File: src/rtl/bus_drvr_fifo.sv
// Per-port bus driver buffering: a TX FIFO drained by the bus and an RX FIFO filled by the bus.
// Both are show-ahead circular buffers with sticky misuse flags and a synchronised reset release.

module bus_drvr_fifo_buf #(
    parameter int pckg_sz = 16,
    parameter int depth   = 8,
    parameter int cnt_w   = $clog2(depth) + 1
) (
    input  logic               clk,
    input  logic               rst_n,
    input  logic               i_run,
    input  logic               i_wr,
    input  logic [pckg_sz-1:0] i_wdata,
    input  logic               i_rd,
    input  logic               i_clr,
    output logic               o_full,
    output logic [cnt_w-1:0]   o_count,
    output logic               o_valid,
    output logic [pckg_sz-1:0] o_rdata,
    output logic               o_err
);
    localparam int aw = $clog2(depth);

    logic [pckg_sz-1:0] r_mem [depth];
    logic [aw-1:0]      r_wr_ptr;
    logic [aw-1:0]      r_rd_ptr;
    logic [cnt_w-1:0]   r_count;
    logic               r_err;

    logic w_empty;
    logic w_full;
    logic w_rd_ok;
    logic w_wr_ok;
    logic w_err_now;

    assign w_empty = (r_count == '0);
    assign w_full  = (r_count == cnt_w'(depth));

    // A write into a full FIFO is only accepted when the head leaves in the same cycle.
    assign w_rd_ok   = i_run & i_rd & ~w_empty;
    assign w_wr_ok   = i_run & i_wr & (~w_full | w_rd_ok);
    assign w_err_now = i_run & ((i_wr & w_full & ~i_rd) | (i_rd & w_empty));

    // NOTE: sequential state uses non-blocking assignments so every register samples pre-edge values.
    always_ff @(posedge clk or negedge rst_n) begin
        if (!rst_n) begin
            r_wr_ptr <= '0;
            r_rd_ptr <= '0;
            r_count  <= '0;
            r_err    <= 1'b0;
        end else begin
            if (w_wr_ok) r_wr_ptr <= r_wr_ptr + aw'(1);
            if (w_rd_ok) r_rd_ptr <= r_rd_ptr + aw'(1);
            case ({w_wr_ok, w_rd_ok})
                2'b10:   r_count <= r_count + cnt_w'(1);
                2'b01:   r_count <= r_count - cnt_w'(1);
                default: r_count <= r_count;
            endcase
            // A new error in the clearing cycle keeps the flag set.
            if (i_run) r_err <= (r_err & ~i_clr) | w_err_now;
        end
    end

    // NOTE: storage has no reset; its contents are masked by the empty check on the read port.
    always_ff @(posedge clk) begin
        if (w_wr_ok) r_mem[r_wr_ptr] <= i_wdata;
    end

    assign o_full  = w_full;
    assign o_count = r_count;
    assign o_valid = ~w_empty;
    assign o_rdata = w_empty ? '0 : r_mem[r_rd_ptr];
    assign o_err   = r_err;
endmodule

module bus_drvr_fifo #(
    parameter int    pckg_sz = 16,
    parameter int    depth   = 8,
    localparam int   cnt_w   = $clog2(depth) + 1
) (
    input  logic               clk,
    input  logic               reset,
    input  logic               tx_wr,
    input  logic [pckg_sz-1:0] tx_data,
    output logic               tx_full,
    output logic [cnt_w-1:0]   tx_count,
    output logic               pndng,
    output logic [pckg_sz-1:0] D_pop,
    input  logic               pop,
    input  logic               push,
    input  logic [pckg_sz-1:0] D_push,
    input  logic               rx_rd,
    output logic [pckg_sz-1:0] rx_data,
    output logic               rx_valid,
    output logic [cnt_w-1:0]   rx_count,
    output logic               ovf_tx,
    output logic               ovf_rx,
    input  logic               clr_err
);
    logic [1:0] r_rst_sync;
    logic       w_run;

    // Reset asserts immediately; release is retimed through two flops before traffic is accepted.
    always_ff @(posedge clk or negedge reset) begin
        if (!reset) r_rst_sync <= 2'b00;
        else        r_rst_sync <= {r_rst_sync[0], 1'b1};
    end

    assign w_run = r_rst_sync[1];

    bus_drvr_fifo_buf #(.pckg_sz(pckg_sz), .depth(depth), .cnt_w(cnt_w)) u_tx (
        .clk     (clk),
        .rst_n   (reset),
        .i_run   (w_run),
        .i_wr    (tx_wr),
        .i_wdata (tx_data),
        .i_rd    (pop),
        .i_clr   (clr_err),
        .o_full  (tx_full),
        .o_count (tx_count),
        .o_valid (pndng),
        .o_rdata (D_pop),
        .o_err   (ovf_tx)
    );

    logic w_rx_full_unused;

    bus_drvr_fifo_buf #(.pckg_sz(pckg_sz), .depth(depth), .cnt_w(cnt_w)) u_rx (
        .clk     (clk),
        .rst_n   (reset),
        .i_run   (w_run),
        .i_wr    (push),
        .i_wdata (D_push),
        .i_rd    (rx_rd),
        .i_clr   (clr_err),
        .o_full  (w_rx_full_unused),
        .o_count (rx_count),
        .o_valid (rx_valid),
        .o_rdata (rx_data),
        .o_err   (ovf_rx)
    );
endmodule

File: config.mk
export PLATFORM = sky130hd
export DESIGN_NAME = bus_drvr_fifo
export DESIGN_NICKNAME = d
export VERILOG_FILES = /design/src/rtl/bus_drvr_fifo.sv
export SDC_FILE = /design/constraint.sdc
export NUM_CORES = 1
export LEC_CHECK = 0
export ABC_AREA = 1
export CAP_MARGIN = 30
export CORE_ASPECT_RATIO = 1.25
export CORE_UTILIZATION = 35
export DETAILED_ROUTE_END_ITERATION = 8
export GPL_ROUTABILITY_DRIVEN = 0
export PLACE_DENSITY = 0.48
export SYNTH_ARGS = -nofsm -noshare
export SYNTH_HDL_FRONTEND = slang
export SYNTH_SLANG_ARGS = --single-unit
File: constraint.sdc
create_clock -name clk -period 3.4 [get_ports clk]
set_input_delay 0.68 -clock clk [delete_from_list [all_inputs] [get_ports clk]]
set_output_delay 0.68 -clock clk [all_outputs]
set_load 0.005 [all_outputs]
# Word-level counts from Yosys, hierarchy flattened
# Memory sizes are Yosys's and may differ from the RTL's.
# Index checks and enable logic that the tools add are counted.
# totals
regBits	24
latch_bits	0
output_inout_bits	45
mem_count	2
in_bits	39
romBits	0
mem_bits_rw	256
# classes
div_mod_pow	0
shift	0
n_lt_le_gt_ge	0
mux	8
n_eq_ne	6
bitwise	31
n_addsub	8
n_reduce_logical	4
multipliers	0
# mem_list
memory	words	width	read_ports	rd_clocked_by_memory_dff	write_ports	line	text
u_rx.r_mem	8	16	1	0	1	24	logic [pckg_sz-1:0] r_mem [depth];
u_tx.r_mem	8	16	1	0	1	24	
# op_table
cell	count
$mux W16	2
$and A1 B1 Y1	18
$pmux W4 S2	2
$add A3 B1 Y3 const B	4
$add A4 B1 Y4 const B	2
$eq A4 B4 Y1 const B	2
$logic_not A4 Y1	2
$sub A4 B1 Y4 const B	2
$not A1 Y1	7
$or A1 B1 Y1	6
$eq A2 B1 Y1 const B	2
$eq A2 B2 Y1 const B	2
$mux W1	4
$reduce_bool A2 Y1	2

# Longest topological paths before layout
# Gate-level depths: netlist (run 1).
# logic_depth
ltp_word	7
mapped_depth	15
depth_no_buf	15

# Cells and area by module
# Synthesis (run 1) repeated with hierarchy kept, for this count alone.
# unflattened
hier_cells	961
hier_area_um2	11639.9
# by_module_without_submodules
module	cells_per_inst	area_per_inst_um2	instances	seq_area_each_um2
bus_drvr_fifo_buf	479	5793.1	2	4119.0
bus_drvr_fifo	3	53.8	1	50.0

# Worst setup path before layout (run 1)
# Ideal clock, no wire load.
# synth_timing
path_type	input port to flip-flop
startpoint	input port pop
endpoint	memory u_tx.r_mem[5][0], enable pin
path_stages	4
required_time_ps	2991
t_arrival_ps	2109
setup_slack_ps	882
n_path_buf	0
path_cell_list	inv_1 nand2_2 nand3_2 nor3_1
# synth_between
elab_chain_len	6
# synth_rtl
element	line	text
start, declared	89	input logic pop,
$and A1 B1 Y1 (2 in a row)	40	assign w_rd_ok = i_run & i_rd & ~w_empty;
$or A1 B1 Y1	41	assign w_wr_ok = i_run & i_wr & (~w_full | w_rd_ok);
$and A1 B1 Y1	41	
$mux W1	66	if (w_wr_ok) r_mem[r_wr_ptr] <= i_wdata;
$mux W1 (not written as such)	66	
end, declared	24	
# Every way passes these cells.

# Worst setup path in the final report (run 1)
# layout_timing
startpoint	register u_rx.r_rd_ptr[0]
endpoint	output port rx_data[4]
# layout_between
elab_chain_len	2
# layout_rtl
element	line	text
start, declared	26	logic [aw-1:0] r_rd_ptr;
start signal, assigned	53	if (w_rd_ok) r_rd_ptr <= r_rd_ptr + aw'(1);
$mem_v2 Z8 W16	n/a	
$mux W16	72	assign o_rdata = w_empty ? '0 : r_mem[r_rd_ptr];
end, declared	93	output logic [pckg_sz-1:0] rx_data,
# Every way passes these cells.

==> impl_metrics.py, run 1 <==
metrics = {
    "clock_network": {
        "cts_setup_buffers": 0,
        "clk_path_buf_depth": 3,
        "htreeDepth": 1,
        "root_buffer": "clkbuf_16",
        "cts_hold_buf": 0,
        "cts_sinks": 280,
        "clock_latency_ns": 0.55,
        "cts_buffers": 29,
        "path_clk_slew_ns": 0.06,
        "cts_tree": "yes",
    },
    "detailed_routing": {
        "drt-pass1-iter-count": 6,
        "drt_iter0_markers": 396,
        "via_per_inst": 4.89,
        "drc": 0,
        "wirelength_um": 26100,
        "routed-via-count": 7205,
        "drt.antenna.violating_nets": 0,
        "post_drt_wl_per_cell_um": 17.8,
    },
    "final_layout": {
        "layout_common_cells": "edfxtp_1 (256), nor2_1 (230), o21ai_0 (93), nand2_1 (88), clkdlybuf4s50_1 (83)",
        "fill_cells": 2993,
        "area_growth_syn_to_layout_pct": 20.0,
        "final_common_cell": "edfxtp_1",
        "stdcell_area_um2": 13800,
        "register_area_um2": 8290,
        "drive_gt1_frac": 0.101,
        "fin_util": 0.431,
        "insertedDiodeCount": 0,
        "multi_input_area_um2": 2860,
        "layout.nets": 1088,
        "final_cells": 1472,
    },
    "flow_run": {
        "drv_cap": 0,
    },
    "sta": {
        "whs_ns": 0.348,
        "finalSetupViolations": 0,
        "fin_ws_ns": 0.191,
        "maxSlewHeadroom": 0.625,
        "min_period_ns": 3.21,
        "finalCritPeriodShare": 0.944,
        "tightest_slew_ns": 0.560,
        "final_max_slew_viol_count": 0,
        "hold_viol": 0,
        "fin_setup_tns_ns": 0,
        "fin_skew_ns": 0.0171,
        "max_freq_mhz": 312,
        "grt_setup_unrepaired": "false",
    },
    "floorplanning": {
        "rows": 73,
        "start_util": 0.359,
        "num_io_pins": 84,
        "fp.coreArea_um2": 32100,
        "dieHeight_um": 205,
        "die_area_um2": 33600,
        "dieWidth_um": 164,
    },
    "global_routing": {
        "grt_pass1_vias": 7413,
        "antenna_found_initial": 0,
        "groute.usage.overall": 0.161,
        "grt_pass1_wl_um": 41400,
        "grt_max_degree": 67,
        "gr-total-overflow": 0,
    },
    "yosys": {
        "async_flop_share": 0.0857,
        "ys_seq_area_frac": 0.719,
        "yosysWarningCount": 0,
        "synth_top_area_share": 0.667,
        "synth_seq_cells": 280,
        "syn-cell-area_um2": 11500,
        "synth.avg_cell_area_um2": 12.2,
        "syn-instance-count": 944,
        "yosys.area.top_type": "edfxtp_1",
        "synth_flop_cell": "edfxtp_1",
        "yosysUniqueCellTypes": 35,
        "ys_top_cells_by_area": "edfxtp_1 (67%), nor2_1 (7.9%), dfrtp_1 (5.2%), o21ai_0 (4.0%), nand2_1 (2.9%)",
        "syn-num-nets": 993,
        "synth_edf_count": 256,
    },
    "critical_path": {
        "path_class": "flip-flop to primary output",
        "critPathLaunchType": "flip-flop",
        "slowest_delay_ns": 0.59,
        "cp_max_fo": 21,
        "end_kind": "primary output",
        "cp_cell_sequence": "buf_6 -> nor2_1 -> nor2_1 -> o21ai_1 -> o211ai_1 -> nand2_1 -> nor2_1 -> clkdlybuf4s50_1",
        "crit_family": "buffers and inverters",
        "critPathSlowestCell": "dfrtp_4",
        "arrival_ns": 2.53,
        "cp.required_ns": 2.72,
        "critPathBufInv": 2,
        "critPathMostFrequentCell": "nor2_1",
    },
    "outcome": {
        "status": "complete, no violations",
    },
    "power_and_ir_drop": {
        "total_power_mw": 11.6,
        "peakVddDrop_mv": 0.490,
        "power_density_nw_per_um2": 838,
        "power_leakage_nw": 4.88,
    },
    "placement": {
        "place_area_um2": 12900,
        "place_ws_ns": 0.574,
        "dp.cells": 1420,
        "port_buffers": 83,
        "place_hpwl_um": 15000,
    },
    "hold_path": {
        "hp-class": "flip-flop to flip-flop",
    },
}
sequential cells by signal, summed over array words and instances, names as in the netlist, 3 cells and up:
signal / flops
u_tx.r_wr_ptr: 3
u_rx.r_mem: 128
u_rx.o_count: 4
u_rx.r_wr_ptr: 3
u_tx.o_count: 4
u_tx.r_mem: 128
u_tx.r_rd_ptr: 3
u_rx.r_rd_ptr: 3
cell type report:
class                           count  share of cell area
Clock buffer                       35              0.0541
Clock inverter                     17              0.0119
Inverter                           29             0.00833
Multi-Input combinational cell    585               0.207
Sequential cell                   280               0.600
Tap cell                          412              0.0373
Timing Repair Buffer              114              0.0817
cell families after synthesis:
| kind of cell | synth area share |
|---|---|
| flops | 0.719 |
| other cells | 0.000326 |
| fa+ha+maj | 0.0109 |
| xor+xnor | 0.00760 |
| buf+inv | 0.0369 |
| simple gates | 0.125 |
| compound gates | 0.0999 |
routing by layer:
layer	GRT usage	part of all wire	vias to the layer above
li1	-	-	3550
met1	0.191	0.42	3505
met2	0.301	0.52	114
met3	0.0221	0.034	36
met4	0.0446	0.020	0
met5	0	0	-
Yosys cell counts (3+ instances only):
cell / count
xor2_1: 5
clkbuf_1: 9
inv_1: 22
nand3_1: 9
ha_1: 10
o21ai_1: 43
xnor2_1: 5
nor3_1: 4
nand2_1: 88
nand4_1: 5
buf_4: 9
clkbuf_2: 4
o22ai_1: 32
buf_2: 18
edfxtp_1: 256
o21ai_0: 93
inv_2: 7
buf_6: 9
nor2_1: 242
dfrtp_1: 24
o211ai_1: 32
nand2_2: 3
a21oi_1: 3
what timing repair did:
action / CTS / global route
hold endpoints to repair: 0 / 0
resized for setup: 0 / 9
endpoints found under the setup margin: 0 / 15
path summary, 6_finish.rpt:
check	start	to	slack, ns	depth (start not counted)
hold / removal	r_rst_sync[0]	r_rst_sync[1]	0.35	0
max in group asynchronous	reset	u_tx.r_rd_ptr[0]	2.61	2
setup reg to reg	u_rx.o_count[3]	u_rx.o_count[2]	0.88	12
hold reg to reg	r_rst_sync[0]	r_rst_sync[1]	0.35	0
min in group asynchronous	reset	u_rx.r_rd_ptr[2]	0.51	2
setup / recovery	u_rx.r_rd_ptr[0]	rx_data[4]	0.19	8
power breakdown:
group / switching, mW / internal [mW] / leakage [nW]
clock: 1.27 / 1.79 / 0.449
combinational: 2.36 / 1.82 / 1.82
sequential: 0.246 / 4.09 / 2.60
total: 3.88 / 7.70 / 4.88
No activity file was read; power rests on OpenSTA's default activity.
==> run 2, diff against run 1 <==
--- a/config.mk
+++ b/config.mk
@@ -14,2 +14,3 @@
 export PLACE_DENSITY = 0.48
+export RECOVER_POWER = 50
 export SYNTH_ARGS = -nofsm -noshare
==> constraint.sdc (replaced) <==
create_clock -name clk -period 3.5 [get_ports clk]
set_input_delay 0.525 -clock clk [delete_from_list [all_inputs] [get_ports clk]]
set_output_delay 0.525 -clock clk [all_outputs]
set_load 0.005 [all_outputs]
==> impl_metrics.py, run 2 (synthesized netlist as in run 1, its figures left out) <==
metrics = {
    "final_layout": {
        "layout_common_cells": "edfxtp_1 (256), nor2_1 (232), o21ai_0 (93), nand2_1 (90), clkdlybuf4s50_1 (50)",
        "drive_gt1_frac": 0.0948,
        "area_growth_syn_to_layout_pct": 20.1,
        "reg_top3": "u_rx.r_mem x128, u_tx.r_mem x128",
        "layout.nets": 1091,
        "final_cells": 1477,
        "fin_util": 0.432,
        "final_common_cell": "edfxtp_1",
        "fill_cells": 3007,
        "insertedDiodeCount": 0,
    },
    "global_routing": {
        "grt_pass1_wl_um": 41200,
        "groute.usage.overall": 0.160,
        "grt_pass1_vias": 7274,
        "grt_max_degree": 66,
        "gr-total-overflow": 0,
        "antenna_found_initial": 0,
    },
    "clock_network": {
        "cts_sinks": 280,
        "cts_tree": "yes",
        "clock_latency_ns": 0.54,
        "path_clk_slew_ns": 0.06,
        "ctsResizeCount": 0,
        "root_buffer": "clkbuf_16",
        "cts_hold_buf": 0,
        "cts_buffers": 29,
        "htreeDepth": 1,
        "cts_setup_buffers": 0,
        "clk_path_buf_depth": 3,
    },
    "floorplanning": {
        "dieHeight_um": 205,
        "fp.coreArea_um2": 32100,
        "die_area_um2": 33600,
        "dieWidth_um": 164,
        "start_util": 0.359,
        "rows": 73,
        "num_io_pins": 84,
    },
    "power_and_ir_drop": {
        "power_density_nw_per_um2": 825,
        "power_leakage_nw": 4.91,
        "peakVddDrop_mv": 0.531,
        "total_power_mw": 11.4,
    },
    "sta": {
        "final_max_slew_viol_count": 0,
        "finalCritPeriodShare": 0.879,
        "tightest_slew_ns": 0.873,
        "hold_viol": 0,
        "min_period_ns": 3.08,
        "fin_ws_ns": 0.423,
        "fin_setup_tns_ns": 0,
        "maxSlewHeadroom": 0.416,
        "grt_setup_unrepaired": "false",
        "fin_skew_ns": 0.00796,
        "finalSetupViolations": 0,
        "max_freq_mhz": 325,
    },
    "detailed_routing": {
        "drt-pass1-iter-count": 5,
        "post_drt_wl_per_cell_um": 17.7,
        "wirelength_um": 26100,
        "drt_iter0_markers": 532,
        "via_per_inst": 4.92,
        "drt.antenna.violating_nets": 0,
        "drc": 0,
        "routed-via-count": 7274,
    },
    "critical_path": {
        "end_kind": "primary output",
        "critPathSlowestCell": "clkdlybuf4s50_1",
        "critPathLaunchType": "flip-flop",
        "rrSetupSlack_ns": 0.89,
        "slowest_delay_ns": 0.52,
        "path_class": "flip-flop to primary output",
        "cp_cell_sequence": "buf_4 -> buf_4 -> o21ai_0 -> o211ai_1 -> nand2_1 -> nor2_1 -> clkdlybuf4s50_1",
        "critPathMostFrequentCell": "buf_4",
        "cp_max_fo": 35,
        "cp.required_ns": 2.97,
        "arrival_ns": 2.55,
    },
    "outcome": {
        "status": "complete, no violations",
    },
    "placement": {
        "dp.cells": 1423,
        "place_hpwl_um": 15200,
        "place_ws_ns": 0.862,
        "port_buffers": 83,
    },
    "flow_run": {
        "drv_cap": 0,
    },
    "hold_path": {
        "hp-class": "flip-flop to flip-flop",
    },
}
## run 2: metal layers
layer  share of wire  global-route usage  vias to the layer above
met5               0                   0                        -
li1                -                   -                     3554
met1            0.43               0.202                     3551
met2            0.51               0.287                      133
met4           0.017              0.0377                        0
met3           0.037              0.0207                       36
## run 2: power breakdown
part / internal (mW) / switching (mW)
logic: 1.72 / 2.33
registers: 3.97 / 0.184
clock network: 1.96 / 1.27
## run 2: layout make-up
type	count	area [um^2]	share of cell area
clock buffers	32	737	0.0533
clock inverters	22	264	0.0191
inverters	29	109	0.00787
multi-input cells	585	2820	0.203
flip-flops and latches	280	8290	0.599
well taps	412	515	0.0373
repair buffers	117	1110	0.0800
## run 2: metrics by stage
| stage | instance area (um^2) | hold slack (ns) |
|---|---|---|
| global route | 13800 | 0.360 |
| floorplan | 11500 | 0.229 |
| CTS | 13900 | 0.353 |
| global placement | 12900 | 0.333 |
| detailed placement | 12900 | 0.336 |
| finish | 13800 | 0.350 |
## run 2: worst max-delay path, delay by kind of cell, from the launching register on
kind,cells,cell delay [ns]
flops,1,0.36
compound gates,2,0.28
simple gates,2,0.19
buf+inv,3,1.16
## run 2: final timing paths
check | startpoint | end | cells past startpoint
min reg2reg | r_rst_sync[0] | r_rst_sync[1] | 0
max reg2reg | u_tx.o_count[1] | u_tx.o_count[2] | 13
max | u_rx.r_rd_ptr[1] | rx_data[13] | 7
max in group asynchronous | reset | u_tx.o_count[2] | 2
min | r_rst_sync[0] | r_rst_sync[1] | 0
min in group asynchronous | reset | u_rx.o_count[1] | 1
